**src/rtl/car_odometer.sv**
```systemverilog
// Car odometer: lifetime and trip mileage kept natively in packed BCD,
// advanced by a motion prescaler that retains partial distance across stops.
module car_odometer #(
    parameter int DIGITS   = 4,
    parameter int TICK_DIV = 50
) (
    input  logic                  clk,
    input  logic                  reset,
    input  logic                  move_forward,
    input  logic                  move_backward,
    input  logic                  trip_clear,
    output logic [4*DIGITS-1:0]   total_bcd,
    output logic [4*DIGITS-1:0]   trip_bcd,
    output logic                  unit_tick,
    output logic                  total_wrap
);

    localparam int PW = $clog2(TICK_DIV);
    localparam logic [PW-1:0] PMAX = PW'(TICK_DIV - 1);

    logic [PW-1:0]       prescaler;
    logic                moving;
    logic [4*DIGITS:0]   total_inc;
    logic [4*DIGITS:0]   trip_inc;

    // Digit-wise decimal increment; MSB of the result is the carry out of the
    // top digit, which is only set when every digit was 9.
    function automatic logic [4*DIGITS:0] bcd_inc(input logic [4*DIGITS-1:0] v);
        logic [4*DIGITS-1:0] r;
        logic                c;
        r = v;
        c = 1'b1;
        for (int unsigned d = 0; d < DIGITS; d++) begin
            if (c) begin
                if (v[4*d +: 4] == 4'd9) begin
                    r[4*d +: 4] = 4'd0;
                end else begin
                    r[4*d +: 4] = v[4*d +: 4] + 4'd1;
                    c = 1'b0;
                end
            end
        end
        return {c, r};
    endfunction

    always_comb begin
        moving    = move_forward | move_backward;
        unit_tick = moving && !reset && (prescaler == PMAX);
        total_inc = bcd_inc(total_bcd);
        trip_inc  = bcd_inc(trip_bcd);
    end

    always_ff @(posedge clk) begin
        if (reset) begin
            prescaler  <= '0;
            total_bcd  <= '0;
            trip_bcd   <= '0;
            total_wrap <= 1'b0;
        end else begin
            total_wrap <= 1'b0;
            if (moving) begin
                if (prescaler == PMAX) begin
                    prescaler <= '0;
                end else begin
                    prescaler <= prescaler + PW'(1);
                end
            end
            if (unit_tick) begin
                total_bcd  <= total_inc[4*DIGITS-1:0];
                total_wrap <= total_inc[4*DIGITS];
                trip_bcd   <= trip_inc[4*DIGITS-1:0];
            end
            // A clear coincident with a tick still zeroes the trip counter.
            if (trip_clear) begin
                trip_bcd <= '0;
            end
        end
    end

endmodule

```
**config.mk**
```make
export PLATFORM = sky130hd
export DESIGN_NAME = car_odometer
export DESIGN_NICKNAME = d
export VERILOG_FILES = /design/src/rtl/car_odometer.sv
export SDC_FILE = /design/constraint.sdc
export NUM_CORES = 1
export LEC_CHECK = 0
export ABC_AREA = 1
export CAP_MARGIN = 20
export CORE_ASPECT_RATIO = 0.8
export CORE_MARGIN = 5
export CORE_UTILIZATION = 50
export DETAILED_ROUTE_END_ITERATION = 6
export PLACE_DENSITY = 0.77
export SKIP_CTS_REPAIR_TIMING = 1
export SLEW_MARGIN = 5
export SYNTH_ARGS = -nofsm -noshare
export SYNTH_HDL_FRONTEND = slang
export SYNTH_SLANG_ARGS = --single-unit
```
**constraint.sdc**
```tcl
create_clock -name clk -period 1.56 [get_ports clk]
set_input_delay 0.234 -clock clk [delete_from_list [all_inputs] [get_ports clk]]
set_output_delay 0.234 -clock clk [all_outputs]
set_load 0.01 [all_outputs]
```
==> results of run 1 <==
==> cells by family after synthesis <==
logic type	Yosys count	share of synthesized area
flip-flops	39	0.378
XOR/XNOR	8	0.0339
AO/OA/AOI/OAI	47	0.115
buffers and inverters	55	0.105
AND/OR/NAND/NOR	160	0.355
adder cells (fa/ha/maj)	2	0.0121
==> report_power, final <==
part,internal [W],switching (W),total [W]
combinational,0.0000474,0.0000523,0.0000997
clock,0.000298,0.000303,0.000600
sequential,0.00100,0.00000412,0.00101
total,0.00135,0.000359,0.00171
==> synth_stat cells, drive strengths merged <==
library cell   n
nor3b          2
xor2           8
nor3           6
buf            2
inv           52
nand3         23
nor2          47
ha             2
nand4          5
a21oi         24
o21bai         1
dfxtp         39
nand2         76
clkbuf         1
nand3b         1
o21ai         22
==> cell type report <==
class / count / area [µm²]
Inverter: 52 / 195
Fill cell: 338 / 1130
Tap cell: 55 / 68.8
Multi-Input combinational cell: 217 / 1080
Clock buffer: 6 / 72.6
Timing Repair Buffer: 59 / 568
Sequential cell: 39 / 788
==> layer usage <==
layer	routed length [µm]	share of wire	global-route usage	vias to the layer above
li1	-	-	-	1105
met1	2320	0.50	0.231	907
met2	2050	0.44	0.289	38
met3	222	0.048	0.0493	7
met4	59	0.013	0.0622	0
met5	0	0	0	-
==> final timing paths <==
kind | start | to | cells past startpoint
min reg2reg | trip_bcd[5] | trip_bcd[5] | 2
max reg2reg | prescaler[0] | total_bcd[8] | 9
min | trip_bcd[5] | trip_bcd[5] | 2
max | total_bcd[13] | total_bcd[13] | 1
==> through the flow <==
stage / setup slack, ns / area, µm² / hold WS [ns]
2_1_floorplan: 0.207 / 2060 / 0.310
3_3_place_gp: -0.197 / 2650 / 0.477
3_5_place_dp: -0.262 / 2650 / 0.484
4_1_cts: -0.303 / 2730 / 0.494
5_1_grt: -0.0298 / 2770 / 0.508
6_report: 0.0647 / 2770 / 0.491
==> state kept, by name (all words and copies together) (netlist names) <==
name        flops
total_bcd      16
trip_bcd       16
prescaler       6
total_wrap      1
==> worst register-to-register path: stages (launching register included) <==
cell	delay, ns
dfxtp_1	0.35
ha_2	0.20
nand3_2	0.09
nor2_4	0.16
nand2_4	0.08
buf_12	0.16
nor2_8	0.11
inv_2	0.07
nor2_1	0.09
nor2_1	0.05
==> impl_metrics.py, run 1 <==
metrics = {
    "run_status": {
        "outcome": "finished clean",
    },
    "cells_and_area": {
        "final_cell_mix": "nand2_1 (75), inv_1 (51), nor2_1 (38)",
        "area_delta_synth_final_pct": 34.2,
        "drive_gt1_frac": 0.123,
        "nNetsFinal": 381,
        "diodes": 0,
        "final_cell_count_no_fill": 428,
        "layout_commonest_cell": "nand2_1",
        "postLayoutCoreUtil": 0.710,
    },
    "routing": {
        "wl_um": 4650,
        "wl_per_cell_um": 10.9,
        "drtPass1Iterations": 4,
        "vias": 2057,
        "viasPerCell": 4.81,
        "ant_nets": 0,
        "drt_iter0_markers": 69,
        "drc": 0,
    },
    "floorplanning": {
        "die_y_um": 67.5,
        "io_pins": 39,
        "die_w_um": 81.8,
        "die_area_mm2": 0.00552,
        "row_count": 20,
        "coreArea_mm2": 0.00390,
        "start_util": 0.529,
    },
    "logic_synthesis": {
        "synth_top_area_cell": "dfxtp_1",
        "synth_area_leaders": "dfxtp_1 (38%), nand2_1 (14%), inv_1 (9.3%)",
        "syn_inst": 311,
        "synth_top_area_frac": 0.378,
        "synth.avg_cell_area_um2": 6.64,
        "synth_seq_area_share": 0.378,
        "ys_seq_elements": 39,
        "netlist_area_mm2": 0.00206,
        "yosysWarnings": 0,
        "syn_nets": 318,
        "ys_types": 25,
    },
    "placement": {
        "dp_cells": 421,
        "place_hpwl_um": 3540,
        "port_buffers": 38,
        "gp_congestion": 0.864,
    },
    "power": {
        "fin_total_pwr_w": 0.00171,
        "power_density_mw_per_mm2": 616,
        "p_leak_nw": 1.11,
        "ir_drop_mv": 0.431,
    },
    "sta": {
        "hold_violations": 0,
        "setup_viol": 0,
        "slew_headroom": 0.829,
        "worstMarginPinSlew_ns": 0.256,
        "rsz0062_at_grt": "true",
        "setup_tns_ns": 0,
        "fmax_mhz": 669,
        "min_period_over_period": 0.959,
        "skew_ns": 0.00479,
        "final.min_clock_period_ns": 1.50,
        "slew_violations": 0,
    },
    "critical_path": {
        "crit_path_max_incr_delay_ns": 0.57,
        "cp.buffers_inverters": 1,
        "path_cells": "clkdlybuf4s50_1",
        "required_ns": 1.33,
        "cp-start-kind": "register",
        "end_kind": "output port",
        "critPathKind": "reg -> out",
        "path_max_fanout": 6,
        "r2r_slack_ns": 0.10,
        "cpLargestDelayFamily": "buffers and inverters",
        "crit_arrival_ns": 1.26,
        "worst_path_max_delay_cell": "clkdlybuf4s50_1",
    },
    "grt": {
        "gr-total-overflow": 0,
        "track_usage": 0.180,
        "antenna_found_initial": 0,
        "grt_pass1_wl_um": 7750,
        "grt_pass1_vias": 1845,
        "grt_max_degree": 12,
    },
    "job": {
        "drv_cap": 0,
    },
    "clocking": {
        "cts_buffer_depth": 2,
        "clk_pin_slew_worst_paths_ns": 0.07,
        "numCtsBuffers": 5,
        "tritoncts": "done",
        "clkLatencyLatePin_ns": 0.28,
        "clock-sinks": 39,
        "cts-root-buf": "clkbuf_8",
        "htreeDepth": 2,
    },
    "min_path": {
        "hold_class": "reg -> reg",
    },
}
No activity file was read; power rests on OpenSTA's default activity.
==> inputs of run 2 (changes only) <==
--- a/config.mk
+++ b/config.mk
@@ -8,7 +8,6 @@
 export ABC_AREA = 1
 export CAP_MARGIN = 20
 export CORE_ASPECT_RATIO = 0.8
-export CORE_MARGIN = 5
 export CORE_UTILIZATION = 50
 export DETAILED_ROUTE_END_ITERATION = 6
 export PLACE_DENSITY = 0.77
==> run 2 against run 1 <==
Effect of this change: die area shrank 20%; design area increased by 4.1%; maximum frequency decreased by 3.0%; critical path depth stayed put; clock skew is essentially flat; non-clock buffer count up 5; sequential share of layout area fell by 0.99 points; final cell count is 1.6% higher; wire length rose by 4.7%; total power grew 10%; first-iteration DRC count up 62%; hold slack got worse by 0.0052 ns; critical endpoint unchanged; highest routed layer unchanged.
==> impl_metrics.py, run 2 (same netlist as run 1, synthesis figures left out) <==
metrics = {
    "grt": {
        "grt_pass1_wl_um": 7550,
        "track_usage": 0.222,
        "grt_pass1_vias": 1767,
        "grt_max_degree": 14,
        "gr-total-overflow": 0,
        "antenna_found_initial": 0,
    },
    "routing": {
        "drt_iter0_markers": 112,
        "ant_nets": 0,
        "drtPass1Iterations": 6,
        "wl_um": 4880,
        "wl_per_cell_um": 11.2,
        "viasPerCell": 4.93,
        "vias": 2146,
        "drc": 0,
    },
    "critical_path": {
        "required_ns": 1.33,
        "cp.buffers_inverters": 1,
        "cp-start-kind": "register",
        "path_max_fanout": 6,
        "path_cells": "clkdlybuf4s50_1",
        "worst_path_max_delay_cell": "clkdlybuf4s50_1",
        "crit_arrival_ns": 1.31,
        "crit_path_max_incr_delay_ns": 0.58,
        "cpLargestDelayFamily": "buffers and inverters",
        "end_kind": "output port",
        "r2r_slack_ns": 0.04,
        "critPathKind": "reg -> out",
    },
    "min_path": {
        "hold_class": "reg -> reg",
    },
    "clocking": {
        "cts_buffer_depth": 2,
        "htreeDepth": 2,
        "clkLatencyLatePin_ns": 0.29,
        "tritoncts": "done",
        "cts-root-buf": "clkbuf_8",
        "clock-sinks": 39,
        "numCtsBuffers": 5,
        "clk_pin_slew_worst_paths_ns": 0.07,
    },
    "floorplanning": {
        "io_pins": 39,
        "row_count": 20,
        "start_util": 0.532,
        "coreArea_mm2": 0.00388,
        "die_w_um": 73.8,
        "die_area_mm2": 0.00439,
        "die_y_um": 59.5,
    },
    "sta": {
        "worstMarginPinSlew_ns": 0.269,
        "fmax_mhz": 648,
        "slew_violations": 0,
        "final.min_clock_period_ns": 1.54,
        "skew_ns": 0.00459,
        "rsz0062_at_grt": "true",
        "hold_violations": 0,
        "min_period_over_period": 0.989,
        "slew_headroom": 0.820,
        "setup_tns_ns": 0,
        "setup_viol": 0,
    },
    "power": {
        "power.switching_w": 0.000416,
        "power_density_mw_per_mm2": 652,
        "combPwrFrac": 0.064,
        "switching_share": 0.221,
        "p_clk_frac": 0.401,
        "p_int_w": 0.00147,
        "seq_power_share": 0.536,
        "ir_drop_mv": 0.518,
        "p_leak_nw": 1.15,
    },
    "placement": {
        "gp_congestion": 0.813,
        "place_hpwl_um": 3540,
        "port_buffers": 38,
        "place_area_mm2": 0.00266,
    },
    "cells_and_area": {
        "area_delta_synth_final_pct": 39.8,
        "final_cell_mix": "nand2_1 (73), inv_1 (49), nor2_1 (37)",
        "final_area_mm2": 0.00289,
        "top_regs": "total_bcd (16), trip_bcd (16), prescaler (6)",
        "nNetsFinal": 386,
        "drive_gt1_frac": 0.176,
        "diodes": 0,
        "layout_commonest_cell": "nand2_1",
        "fill_cells": 335,
    },
    "run_status": {
        "outcome": "finished clean",
    },
    "job": {
        "drv_cap": 0,
    },
}
[run 2: area by class of cell]
class,instances,area [µm²],area share
Timing Repair Buffer,64,597,0.207
Sequential cell,39,792,0.275
Inverter,52,195,0.0676
Multi-Input combinational cell,217,1130,0.392
Clock buffer,8,100,0.0347
Tap cell,55,68.8,0.0239
[run 2: metrics by stage]
stage	util	hold WS, ns	power [W]	cells	worst slack, ns
floorplan	-	0.310	0.00107	311	0.207
global placement	0.687	0.476	0.00113	424	-0.274
detailed placement	0.687	0.476	0.00113	424	-0.274
CTS	0.713	0.486	0.00187	432	-0.346
global route	0.744	0.513	0.00195	435	-0.0563
finish	0.744	0.486	0.00188	435	0.0177
[run 2: power groups by stage]
stage | registers (W) | clock network [W] | logic [W]
3_3_place_gp | 0.00103 | 0 | 0.0000988
2_1_floorplan | 0.00103 | 0 | 0.0000435
3_5_place_dp | 0.00103 | 0 | 0.000102
4_1_cts | 0.00100 | 0.000765 | 0.000103
6_report | 0.00101 | 0.000753 | 0.000120
5_1_grt | 0.00101 | 0.000806 | 0.000131
[run 2: routing by layer]
| layer | part of all wire | global-route usage | routed length (µm) | up-vias |
|---|---|---|---|---|
| met5 | 0 | 0 | 0 | - |
| met2 | 0.47 | 0.364 | 2300 | 45 |
| met3 | 0.044 | 0.0459 | 215 | 6 |
| li1 | - | - | - | 1116 |
| met4 | 0.0080 | 0.0659 | 39 | 0 |
| met1 | 0.47 | 0.295 | 2320 | 979 |
[run 2: path summary, 6_finish.rpt]
path / start / endpoint / depth (start not counted)
setup / recovery: total_bcd[13] / total_bcd[13] / 1
hold / removal: trip_bcd[5] / trip_bcd[5] / 2
setup reg to reg: prescaler[1] / total_bcd[7] / 11
hold reg to reg: trip_bcd[5] / trip_bcd[5] / 2
==> inputs of run 3 (changes only) <==
--- a/config.mk
+++ b/config.mk
@@ -7,10 +7,13 @@
 export LEC_CHECK = 0
 export ABC_AREA = 1
 export CAP_MARGIN = 20
+export CELL_PAD_IN_SITES_DETAIL_PLACEMENT = 2
+export CELL_PAD_IN_SITES_GLOBAL_PLACEMENT = 2
 export CORE_ASPECT_RATIO = 0.8
-export CORE_UTILIZATION = 50
+export CORE_UTILIZATION = 28
 export DETAILED_ROUTE_END_ITERATION = 6
-export PLACE_DENSITY = 0.77
+export GPL_TIMING_DRIVEN = 0
+export PLACE_DENSITY_LB_ADDON = 0.1
 export SKIP_CTS_REPAIR_TIMING = 1
 export SLEW_MARGIN = 5
 export SYNTH_ARGS = -nofsm -noshare
==> constraint.sdc (replaced) <==
create_clock -name clk -period 1.56 [get_ports clk]
set_input_delay 0.468 -clock clk [delete_from_list [all_inputs] [get_ports clk]]
set_output_delay 0.468 -clock clk [all_outputs]
set_load 0.01 [all_outputs]
==> run 3 against run 2 <==
Effect of this change: the run now ends with DRC, setup timing left; setup slack worse by 0.24 ns; hold slack worse by 0.0069 ns; first-iteration DRC count down 66%; critical endpoint is now unit_tick.
==> impl_metrics.py, run 3 (same netlist as run 1, synthesis figures left out) <==
metrics = {
    "run_status": {
        "outcome": "finished, violations left",
        "violations": "DRC, setup timing",
    },
    "critical_path": {
        "r2r_slack_ns": -0.11,
        "end_kind": "output port",
        "timing.rr.start": "prescaler[1]",
        "critPathKind": "reg -> out",
        "rr_worst_depth": 10,
        "startpoint": "prescaler[5]",
        "cp-start-kind": "register",
        "path_max_fanout": 6,
        "crit_arrival_ns": 1.31,
        "required_ns": 1.09,
    },
    "floorplanning": {
        "coreArea_mm2": 0.00699,
        "die_w_um": 98,
        "die_area_mm2": 0.00772,
        "die_y_um": 78.8,
        "io_pins": 39,
        "row_count": 27,
        "start_util": 0.295,
    },
    "grt": {
        "gr-total-overflow": 0,
        "grt_pass1_wl_um": 10600,
        "antenna_found_initial": 0,
        "grt_max_degree": 12,
        "grt_pass1_vias": 2203,
        "track_usage": 0.171,
    },
    "job": {
        "drv_cap": 0,
    },
    "placement": {
        "port_buffers": 38,
        "gp_congestion": 0.735,
        "dp_slack_ns": -1.27,
        "place_area_mm2": 0.00255,
        "place_hpwl_um": 4650,
    },
    "routing": {
        "drtPass1Iterations": 6,
        "ant_nets": 0,
        "drc": 2,
        "wl_um": 7590,
        "drt_iter0_markers": 38,
        "wl_per_cell_um": 16.3,
        "vias": 2242,
        "viasPerCell": 4.82,
    },
    "cells_and_area": {
        "drive_gt1_frac": 0.275,
        "final_cell_mix": "nand2_1 (70), inv_1 (47), dlymetal6s2s_1 (35)",
        "layout_commonest_cell": "nand2_1",
        "diodes": 0,
        "area_delta_synth_final_pct": 54.4,
        "final_area_mm2": 0.00319,
        "nNetsFinal": 384,
        "top_regs": "total_bcd (16), trip_bcd (16), prescaler (6)",
    },
    "sta": {
        "setup_viol": 29,
        "hold_violations": 0,
        "whs_ns": 0.479,
        "skew_ns": 0.00952,
        "slew_violations": 0,
        "min_period_over_period": 1.14,
        "setup_tns_ns": -2.10,
        "slew_headroom": 0.564,
        "rsz0062_at_grt": "true",
        "worstMarginPinSlew_ns": 0.654,
        "fmax_mhz": 561,
        "layout_setup_ws_ns": -0.222,
        "final.min_clock_period_ns": 1.78,
    },
    "power": {
        "power_density_mw_per_mm2": 598,
        "fin_total_pwr_w": 0.00191,
        "ir_drop_mv": 0.286,
        "p_leak_nw": 1.77,
    },
    "clocking": {
        "cts-root-buf": "clkbuf_8",
        "tritoncts": "done",
        "clkLatencyLatePin_ns": 0.30,
        "numCtsBuffers": 5,
        "clock-sinks": 39,
        "htreeDepth": 2,
        "clk_pin_slew_worst_paths_ns": 0.07,
        "cts_buffer_depth": 2,
    },
    "min_path": {
        "min_from": "trip_bcd[5]",
        "hold_class": "reg -> reg",
        "min_path_cells": 2,
    },
}
## run 3: worst max-delay path: stages, from the launching register on
cell,delay (ns)
dfxtp_1,0.41
nand2_1,0.08
inv_1,0.10
nand3_4,0.08
nor2_4,0.12
buf_6,0.13
buf_6,0.10
## run 3: final timing paths
path,end
min reg2reg,trip_bcd[5]
min,trip_bcd[5]
max,unit_tick
max reg2reg,total_bcd[2]
## run 3: area by class of cell
| type | count | area, µm² |
|---|---|---|
| fill | 799 | 3800 |
| multi-input combinational | 217 | 1260 |
| sequential | 39 | 817 |
| timing repair buffer | 59 | 663 |
| inverter | 52 | 206 |
| tap | 87 | 109 |
| clock buffer | 8 | 100 |
| buffer | 3 | 35.0 |
## run 3: through the flow
stage / std cells / util
3_3_place_gp: 436 / 0.365
2_1_floorplan: 311 / -
3_5_place_dp: 436 / 0.365
4_1_cts: 444 / 0.379
5_1_grt: 465 / 0.456
6_report: 465 / 0.456
## run 3: metal layers
metal	vias to the layer above	track usage	wire length (µm)	part of all wire
li1	1108	-	-	-
met3	8	0.0299	196	0.026
met2	28	0.281	3770	0.50
met5	-	0	0	0
met4	0	0.0364	90	0.012
met1	1098	0.235	3530	0.47
## run 3: power breakdown
part / switching [W] / internal (W) / leakage [nW]
sequential: 0.0000106 / 0.000998 / 0.326
clock: 0.000379 / 0.000404 / 0.0515
combinational: 0.0000692 / 0.0000469 / 1.40
total: 0.000458 / 0.00145 / 1.77
